`config.mk`:
```
export PLATFORM = sky130hd
export DESIGN_NAME = param_fifo_flat
export DESIGN_NICKNAME = d
export VERILOG_FILES = /design/src/rtl/param_fifo_if.sv /design/src/rtl/param_fifo.sv /design/src/flat_wrapper.sv
export SDC_FILE = /design/constraint.sdc
export NUM_CORES = 1
export LEC_CHECK = 0
export BUFFER_PORTS_ARGS = -buffer_cell sky130_fd_sc_hd__buf_4
export CAP_MARGIN = 15
export CORE_MARGIN = 4
export CORE_UTILIZATION = 50
export CTS_CLUSTER_SIZE = 14
export DETAILED_ROUTE_END_ITERATION = 8
export PLACE_DENSITY_LB_ADDON = 0.1
export SLEW_MARGIN = 10
export SYNTH_ARGS = -nofsm -noshare
export SYNTH_HDL_FRONTEND = slang
export SYNTH_SLANG_ARGS = --single-unit
```
`constraint.sdc`:
```
create_clock -name CLK -period 2.1 [get_ports CLK]
set_clock_uncertainty 0.2 [all_clocks]
set_input_delay 0.105 -clock CLK [delete_from_list [all_inputs] [get_ports CLK]]
set_output_delay 0.105 -clock CLK [all_outputs]
set_load 0.05 [all_outputs]
```
`src/rtl/param_fifo_if.sv`:
```
// Write/read handshake bundle for param_fifo. The slave modport is the FIFO side.
// A transfer happens on a rising edge where *_enable and the matching *_ready are both high;
// ready never depends on enable, and read_data is valid whenever read_ready is high.
interface param_fifo_if #(
    parameter int WIDTH = 8
);
    logic             write_enable;
    logic [WIDTH-1:0] write_data;
    logic             write_ready;
    logic             read_enable;
    logic             read_ready;
    logic [WIDTH-1:0] read_data;

    modport master (
        output write_enable, write_data, read_enable,
        input  write_ready, read_ready, read_data
    );

    modport slave (
        input  write_enable, write_data, read_enable,
        output write_ready, read_ready, read_data
    );
endinterface

```
`src/rtl/param_fifo.sv`:
```
// Parametrised first-word-fall-through FIFO with occupancy count, almost flags,
// synchronous clear and sticky overflow/underflow flags.
module param_fifo #(
    parameter int WIDTH     = 8,
    parameter int DEPTH     = 4,
    parameter int AF_THRESH = DEPTH - 1,
    parameter int AE_THRESH = 1
) (
    input  logic                   CLK,
    input  logic                   RST,
    input  logic                   clear,
    param_fifo_if.slave            bus,
    output logic [$clog2(DEPTH):0] count,
    output logic                   almost_full,
    output logic                   almost_empty,
    output logic                   overflow,
    output logic                   underflow
);
    localparam int PW = $clog2(DEPTH);
    localparam int CW = PW + 1;

    logic [WIDTH-1:0] mem_q [DEPTH];
    logic [PW-1:0]    wr_ptr_q, wr_ptr_d;
    logic [PW-1:0]    rd_ptr_q, rd_ptr_d;
    logic [CW-1:0]    count_q, count_d;
    logic             overflow_q, overflow_d;
    logic             underflow_q, underflow_d;
    logic             not_full, not_empty;
    logic             wr_accept, rd_accept;

    assign not_full  = (count_q != CW'(DEPTH));
    assign not_empty = (count_q != '0);

    // A full FIFO refuses writes even when a read frees a slot in the same cycle.
    assign wr_accept = bus.write_enable & not_full & ~clear;
    assign rd_accept = bus.read_enable & not_empty & ~clear;

    assign bus.write_ready = not_full;
    assign bus.read_ready  = not_empty;
    assign bus.read_data   = not_empty ? mem_q[rd_ptr_q] : '0;

    assign count        = count_q;
    assign almost_full  = (count_q >= CW'(AF_THRESH));
    assign almost_empty = (count_q <= CW'(AE_THRESH));
    assign overflow     = overflow_q;
    assign underflow    = underflow_q;

    always_comb begin
        wr_ptr_d    = wr_ptr_q;
        rd_ptr_d    = rd_ptr_q;
        count_d     = count_q;
        overflow_d  = overflow_q;
        underflow_d = underflow_q;
        if (clear) begin
            wr_ptr_d    = '0;
            rd_ptr_d    = '0;
            count_d     = '0;
            overflow_d  = 1'b0;
            underflow_d = 1'b0;
        end else begin
            if (wr_accept) wr_ptr_d = wr_ptr_q + PW'(1);
            if (rd_accept) rd_ptr_d = rd_ptr_q + PW'(1);
            case ({wr_accept, rd_accept})
                2'b10:   count_d = count_q + CW'(1);
                2'b01:   count_d = count_q - CW'(1);
                default: count_d = count_q;
            endcase
            overflow_d  = overflow_q | (bus.write_enable & ~not_full);
            underflow_d = underflow_q | (bus.read_enable & ~not_empty);
        end
    end

    always_ff @(posedge CLK or negedge RST) begin
        if (!RST) begin
            wr_ptr_q    <= '0;
            rd_ptr_q    <= '0;
            count_q     <= '0;
            overflow_q  <= 1'b0;
            underflow_q <= 1'b0;
        end else begin
            wr_ptr_q    <= wr_ptr_d;
            rd_ptr_q    <= rd_ptr_d;
            count_q     <= count_d;
            overflow_q  <= overflow_d;
            underflow_q <= underflow_d;
        end
    end

    // Storage is deliberately left unreset; read_data is masked while empty.
    always_ff @(posedge CLK) begin
        if (wr_accept) mem_q[wr_ptr_q] <= bus.write_data;
    end
endmodule

```
`src/flat_wrapper.sv`:
```
// flat-port wrapper written by rule: the top's interface ports become plain ports
module param_fifo_flat 
#(
    parameter int WIDTH     = 8,
    parameter int DEPTH     = 4,
    parameter int AF_THRESH = DEPTH - 1,
    parameter int AE_THRESH = 1
)
  (CLK, RST, clear, count, almost_full, almost_empty, overflow, underflow, bus_write_enable, bus_write_data, bus_read_enable, bus_write_ready, bus_read_ready, bus_read_data);
  param_fifo_if #(.WIDTH(WIDTH)) bus_i ();
  input  logic CLK;
  input  logic RST;
  input  logic clear;
  output logic [$clog2(DEPTH):0] count;
  output logic almost_full;
  output logic almost_empty;
  output logic overflow;
  output logic underflow;
  input wire logic [$bits(bus_i.write_enable)-1:0] bus_write_enable;
  input wire logic [$bits(bus_i.write_data)-1:0] bus_write_data;
  input wire logic [$bits(bus_i.read_enable)-1:0] bus_read_enable;
  output wire logic [$bits(bus_i.write_ready)-1:0] bus_write_ready;
  output wire logic [$bits(bus_i.read_ready)-1:0] bus_read_ready;
  output wire logic [$bits(bus_i.read_data)-1:0] bus_read_data;
  assign bus_i.write_enable = bus_write_enable;
  assign bus_i.write_data = bus_write_data;
  assign bus_i.read_enable = bus_read_enable;
  assign bus_write_ready = bus_i.write_ready;
  assign bus_read_ready = bus_i.read_ready;
  assign bus_read_data = bus_i.read_data;
  param_fifo #(.WIDTH(WIDTH), .DEPTH(DEPTH), .AF_THRESH(AF_THRESH), .AE_THRESH(AE_THRESH)) u_core (.CLK(CLK), .RST(RST), .clear(clear), .bus(bus_i), .count(count), .almost_full(almost_full), .almost_empty(almost_empty), .overflow(overflow), .underflow(underflow));
endmodule
```
==> summary.md, run 1 <==
| Metric | Value |
|---|---|
| 1st-pass router iterations | 4 |
| H-tree levels | 2 |
| WHS | around 0.33 ns |
| Clock Path Buffers | 2 |
| Final Wtd Congestion | between 0.8 and 0.9 |
| Cell count after placement | between 150 and 200 |
| Crit path DAT | around 1.7 ns |
| Initial antenna violation count | 0 |
| Pleak | 0.945 nW |
| Unrepaired setup endpoints after global routing | no |
| CTS tree | yes |
| Die area | about 4700 µm² |
| Row cnt | 21 |
| PwrDens | 1430 nW/µm² |
| Non-Filler Instances | about 220 |
| Synth Net Count | roughly 140 |
| Largest family of logic cells by synthesized area | multiplexers |
| Post-synthesis sequential area ratio | 63.9% |
| Final period util | between 90% and 100% |
| Peak supply drop | between 0.0007 and 0.0008 V |
| Distinct cell type count of the synthesized netlist | 28 |
| Commonest non-fill, non-tap cell in the layout | buf_4 |
| First-pass GRT wire length | a little under 6000 µm |
| Max Cap Viol | 0 |
| FFs w/ async S/R, synth | 22.0% |
| Root Driver | clkbuf_8 |
| Routed WL | 3320 µm |
| # nets final | about 190 |
| Crit end category | output pin |
| Worst-margin pin slew | roughly 0.43 ns |
| Xor/xnor share of the synthesized area | under 10% |
| Overall routing resource usage | 17.3% |
| Setup TNS | 0 ns |
| Mapped Area | approximately 1900 µm² |
| Fmax | approximately 500 MHz |
| Synth Flop Type | edfxtp_1 |
| Final Hold Viols | 0 |
| DR WL/cell | approximately 15 µm |
| Combinational share of power | around 54% |
| DRC viols | 0 |
| Routed Antenna Nets | 0 |
| Die W | roughly 70 µm |
| Crit-path max FO | 4 |
| Mux contribution to synthesized area | 10.3% |
| Area after DPL | around 2200 µm² |
| Avg Cell Area, Syn | approximately 15 µm² |
| Setup Crit Path Kind | register to output pin |
| Status | complete, no violations |
| Cell-internal power | around 1.9 mW |
| Seq pwr share | between 30% and 40% |
| Detailed-route via count | 1,081 |
| Synthesis-stage register bit count | ~40 |
| Critical Path Start Type | register |
| Tmin final | 2.02 ns |
| Buffers on Ports | 29 |
| Sw Ratio | 44.5% |
| Mapped Cells | around 120 |
| Congestion Overflow GR | 0 |
| Worst path required time | around 1.8 ns |
| Relative max-transition margin | between 70% and 80% |
| Initial DRC Count | between 50 and 60 |
| Area of the multi-input gates | about 650 µm² |
| Largest net degree at the start of global routing | 14 |
| I/O Pins | 30 |
| Number of synthesized flops with an enable pin | 32 |
| Most frequent cells in the layout | buf_4, edfxtp_1, dlygate4sd3_1, and2_2, nor2_1 |
| Detailed-route vias per instance | ~5 |
| Total power | between 3 and 4 mW |
| # diodes | 0 |
| Synth Area in Adders | 6.07% |
| Storage element area | approximately 1200 µm² |
| Die Ht | about 69 µm |
| Core Box Area | about 3500 µm² |
| Starting Density | between 50% and 60% |
| Final Max Slew Viols | 0 |
| Clk network pwr share | around 14% |
| Clock Sink Count | between 40 and 50 |
| Share of layout cells above drive strength 1 | roughly 43% |
| Finished Cell Area | ~2400 µm² |
| Switch Pwr | between 1.5 and 2 mW |
| Area fraction in compound gates after synthesis | roughly 5% |
| Vias in the first global route | 1,163 |
| R2r setup slk | ~0.29 ns |
| Num CTS Buffers | 5 |
| Simple-gate share of the synthesized area | a little under a tenth |
| YS warnings | 0 |
| Setup violators final | 0 |
| Hold/Removal Path Class | register to register |
| Worst-Skew Late Latency | about 0.28 ns |
| Reg clk slew, reported paths | roughly 0.07 ns |
| # fillers | roughly 270 |
| Syn-to-layout area delta | 29.7% |
| Placed wire-length estimate after detailed placement | roughly 2300 µm |
==> synth_stat cells (3+ instances only) <==
| library cell | count | share of area [%] |
|---|---|---|
| o21ai_0 | 3 | 0.81 |
| nor2_1 | 11 | 2.2 |
| dfrtp_1 | 9 | 12 |
| inv_1 | 7 | 1.4 |
| mux4_2 | 8 | 9.7 |
| and2_1 | 12 | 4.0 |
| a31oi_1 | 3 | 1.0 |
| edfxtp_1 | 32 | 52 |
| a21oi_1 | 3 | 0.81 |
| ha_1 | 9 | 6.1 |
==> worst paths after layout <==
check / startpoint / cells past startpoint / end
max: u_core.rd_ptr_q[0]$_DFFE_PN0P_ / 4 / bus_read_data[7]
min: u_core.overflow$_DFF_PN0_ / 2 / u_core.overflow$_DFF_PN0_
max reg2reg: u_core.count[1]$_DFFE_PN0P_ / 6 / u_core.mem_q[2][7]$_DFFE_PP_
min reg2reg: u_core.overflow$_DFF_PN0_ / 2 / u_core.overflow$_DFF_PN0_
max in group asynchronous: RST / 3 / u_core.rd_ptr_q[0]$_DFFE_PN0P_
min in group asynchronous: RST / 3 / u_core.rd_ptr_q[1]$_DFFE_PN0P_
==> registers in the layout, indices dropped and copies added (netlist names) <==
register / count
u_core.underflow: 1
u_core.wr_ptr_q: 2
u_core.overflow: 1
u_core.count: 3
u_core.mem_q: 32
u_core.rd_ptr_q: 2
==> per-layer routing <==
layer / share of wire, % / up-vias / GRT usage (%)
met5: 0 / - / 0
met4: 0.54 / 0 / 5.84
met3: 4.0 / 2 / 3.89
met2: 50 / 24 / 26.2
met1: 46 / 515 / 24.7
li1: - / 540 / -
==> critical path: stages, from the launching register on <==
cell and delay, ns:
dfrtp_2 0.40, buf_4 0.16, mux4_2 0.48, and2_2 0.21
buf_4 0.19
==> cell type report <==
type | instances | share of cell area [%]
Clock inverter | 3 | 0.728
Multi-Input combinational cell | 67 | 27.1
Tap cell | 46 | 2.39
Timing Repair Buffer | 48 | 16.3
Clock buffer | 5 | 2.86
Inverter | 7 | 1.09
Sequential cell | 41 | 49.5
==> metrics by stage <==
step | utilization, % | setup WS, ns
floorplan | - | -0.0131
global placement | 62.5 | 0.175
detailed placement | 62.5 | 0.110
CTS | 69.1 | 0.0276
global route | 69.4 | 0.00384
finish | 69.4 | 0.0840
==> power by group through the flow <==
stage               logic, mW  clock network (mW)  registers [mW]
floorplan                1.26                   0            1.17
global placement         1.80                   0            1.10
detailed placement       1.82                   0            1.10
CTS                      1.87               0.502            1.09
global route             2.02               0.548            1.11
finish                   1.87               0.484            1.09
==> cells by family (layout without fill, tap and decap cells) <==
family | Yosys count | in the layout
AOI/OAI and AO/OA | 14 | 14
xor gates and xnor gates | 4 | 4
adders and majority gates | 9 | 9
buffers and inverters | 13 | 63
DFF | 41 | 41
muxes | 9 | 9
and+or+nand+nor | 31 | 31
==> repair_timing <==
item	4_1_cts	5_1_grt
endpoints found under the hold margin	49	0
setup buffers	0	1
endpoints found under the setup margin	8	9
resized for setup	3	2
hold buffers	13	0
Power figures use the tool's default switching activity.
==> run 2: changes to the inputs <==
--- a/config.mk
+++ b/config.mk
@@ -5,6 +5,7 @@
 export SDC_FILE = /design/constraint.sdc
 export NUM_CORES = 1
 export LEC_CHECK = 0
+export ABC_AREA = 1
 export BUFFER_PORTS_ARGS = -buffer_cell sky130_fd_sc_hd__buf_4
 export CAP_MARGIN = 15
 export CORE_MARGIN = 4
==> constraint.sdc (replaced) <==
create_clock -name CLK -period 2.1 [get_ports CLK]
set_clock_uncertainty 0.2 [all_clocks]
set_input_delay 0.42 -clock CLK [delete_from_list [all_inputs] [get_ports CLK]]
set_output_delay 0.42 -clock CLK [all_outputs]
set_load 0.05 [all_outputs]
==> run 2 against run 1 <==
First-iteration DRC count is 47% higher. Clock-buffer cell count stayed put. Combinational power increased by 12%. Flip-flop and latch count did not move. Fmax fell by 3.7%. Sequential power decreased by 4%. Global-route usage increased by 0.34 points. Sequential share of layout area fell by 3.2 points. Final area grew 6.9%.
==> summary.md, run 2 <==
| Metric | Value |
|---|---|
| Number of synthesized flops with an enable pin | 32 |
| Distinct cell type count of the synthesized netlist | 22 |
| Initial antenna violation count | 0 |
| Setup violators final | 0 |
| Status | complete, no violations |
| Hold Path Depth | 1 |
| Detailed-route vias per instance | 5.00 |
| Util after Layout | a little over two thirds |
| Share of layout cells above drive strength 1 | 41.6% |
| H-tree levels | 2 |
| Initial DRC Count | 87 |
| Clock Path Buffers | 2 |
| I/O Pins | 30 |
| CTS tree | yes |
| Root Driver | clkbuf_8 |
| First-pass GRT wire length | 6730 µm |
| Die W | about 70 µm |
| DRC viols | 0 |
| Row cnt | 22 |
| Synth top cells by count | nor2_1, edfxtp_1, o21ai_0 |
| Detailed-route via count | 1,371 |
| Syn-to-layout area delta | 35.0% |
| Final Wtd Congestion | about 0.81 |
| Mapped Area | 1900 µm² |
| Final Max Slew Viols | 0 |
| Commonest non-fill, non-tap cell in the layout | nor2_1 |
| Congestion Overflow GR | 0 |
| PwrDens | between 1000 and 1500 nW/µm² |
| Worst path required time | about 1.5 ns |
| Pleak | 1.03 nW |
| YS warnings | 0 |
| GR Layer Usage met2 | 30.6% |
| Fmax | approximately 480 MHz |
| Buffers on Ports | 29 |
| Relative max-transition margin | roughly four fifths |
| Total power | between 3 and 4 mW |
| Unrepaired setup endpoints after global routing | yes |
| Worst R2R Start | u_core.count[1]$_DFFE_PN0P_ |
| Crit-path max FO | 8 |
| Worst-margin pin slew | approximately 0.30 ns |
| Routed WL | ~4100 µm |
| Min-Delay Endpoint | u_core.mem_q[3][3]$_DFFE_PP_ |
| Synth area leaders | edfxtp_1, dfrtp_1, nor2_1 |
| # nets final | 247 |
| HP Start | bus_write_data[3] |
| Top-area cell type share of the netlist area | approximately half |
| Synthesis-stage register bit count | about 40 |
| R2r endpoint | u_core.mem_q[2][4]$_DFFE_PP_ |
| Vias in the first global route | ~1,400 |
| Reg with most FFs | u_core.mem_q |
| Final Hold Viols | 0 |
| 1st-pass router iterations | 4 |
| Max reg flops | 32 |
| Largest net degree at the start of global routing | 18 |
| Hold/Removal Path Class | input pin to register |
| Reg clk slew, reported paths | 0.08 ns |
| Die area | 4860 µm² |
| Tmin final | between 2 and 2.5 ns |
| Critical Path Start Type | register |
| Most frequent cells in the layout | nor2_1, edfxtp_1, buf_4, nand2_1, buf_6 |
| # diodes | 0 |
| DR WL/cell | roughly 15 µm |
| Avg Cell Area, Syn | ~11 µm² |
| Crit path DAT | roughly 1.5 ns |
| Worst-case reg-to-reg path depth | 8 |
| Most frequent cell after synthesis | nor2_1 |
| Post-synthesis sequential area ratio | roughly 62% |
| Max Cap Viol | 0 |
| Setup Crit Path Kind | register to output pin |
| Leading area contributor after synthesis | edfxtp_1 |
| R2r setup slk | between 0.1 and 0.15 ns |
| Worst-Skew Late Latency | slightly below 0.3 ns |
| Mapped Cells | 180 |
| Met3 Use GR | ~4.5% |
| Placed wire-length estimate after detailed placement | about 2700 µm |
| Num CTS Buffers | 5 |
| Clock Sink Count | 41 |
| Synth Flop Type | edfxtp_1 |
| Gr busiest metal | met2 |
| Die Ht | between 60 and 70 µm |
| Crit end category | output pin |
| Met1 global-route usage | 21.9% |
| Routed Antenna Nets | 0 |
| Core Box Area | approximately 3700 µm² |
| Starting Density | 52.0% |
| Synth Net Count | 202 |
| Final period util | between 90 and 100% |
| FFs w/ async S/R, synth | a little over a fifth |
| Peak supply drop | 0.000694 V |
| Overall routing resource usage | between 10% and 20% |
-- run 2: cell families after synthesis --
group,after synthesis,synth area share [%]
compound gates,36,9.79
xor+xnor,1,0.460
fa+ha+maj,9,5.91
buf+inv,24,5.78
flops,41,62.3
simple gates,69,15.8
-- run 2: per-layer routing --
layer,vias up,share of wire [%]
li1,688,-
met1,649,43
met2,28,52
met3,6,3.9
met4,0,0.98
met5,-,0
-- run 2: timing repair --
action | 4_1_cts | 5_1_grt
setup buffers | 5 | 4
pin swaps | 2 | 11
setup endpoints to repair | 9 | 26
cloned | 1 | 0
hold buffers | 1 | 0
endpoints found under the hold margin | 9 | 0
gates resized for setup | 25 | 16
-- run 2: critical path, cell delays in order, from the launching register on --
cell and delay, ns:
dfrtp_2 0.43, inv_4 0.05, ha_4 0.16, inv_2 0.06, nor2_4 0.04, buf_12 0.15
a21oi_4 0.12, buf_6 0.17
-- run 2: where the power goes --
part | switching, mW | internal (mW)
Clock | 0.280 | 0.236
Combinational | 1.33 | 0.771
Sequential | 0.0877 | 0.960
Total | 1.70 | 1.97
-- run 2: how the worst max path moves through the flow --
stage | start | depth (start not counted) | slack (ns) | to
after floorplan | u_core.count[0]$_DFFE_PN0P_ | 5 | -0.02 | bus_read_data[0]
after global routing | u_core.rd_ptr_q[0]$_DFFE_PN0P_ | 6 | -0.07 | bus_read_data[0]
after CTS | u_core.count[0]$_DFFE_PN0P_ | 5 | 0.002 | almost_empty
after global placement | u_core.count[0]$_DFFE_PN0P_ | 7 | 0.14 | bus_read_data[0]
final | u_core.count[1]$_DFFE_PN0P_ | 7 | 0.006 | bus_read_data[0]
after detailed placement | u_core.count[0]$_DFFE_PN0P_ | 7 | 0.09 | bus_read_data[0]
-- run 2: through the flow --
| step | cell area, µm² | TNS (ns) | instances | worst slack [ns] | hold WS, ns |
|---|---|---|---|---|---|
| after floorplan | 1980 | -0.180 | 180 | -0.0156 | -0.0756 |
| after global placement | 2260 | 0 | 255 | 0.140 | 0.0516 |
| after detailed placement | 2260 | 0 | 255 | 0.0900 | 0.0548 |
| after CTS | 2480 | 0 | 270 | 0.00186 | 0.116 |
| after global routing | 2570 | -0.501 | 274 | -0.0718 | 0.114 |
| final | 2570 | 0 | 274 | 0.00603 | 0.123 |
-- run 2: layout make-up --
| class | instances | area, µm² |
|---|---|---|
| Sequential cell | 41 | 1190 |
| Fill cell | 270 | 1090 |
| Multi-Input combinational cell | 115 | 739 |
| Timing Repair Buffer | 43 | 408 |
| Inverter | 19 | 82.6 |
| Clock buffer | 5 | 68.8 |
| Tap cell | 48 | 60.1 |
| Clock inverter | 3 | 21.3 |
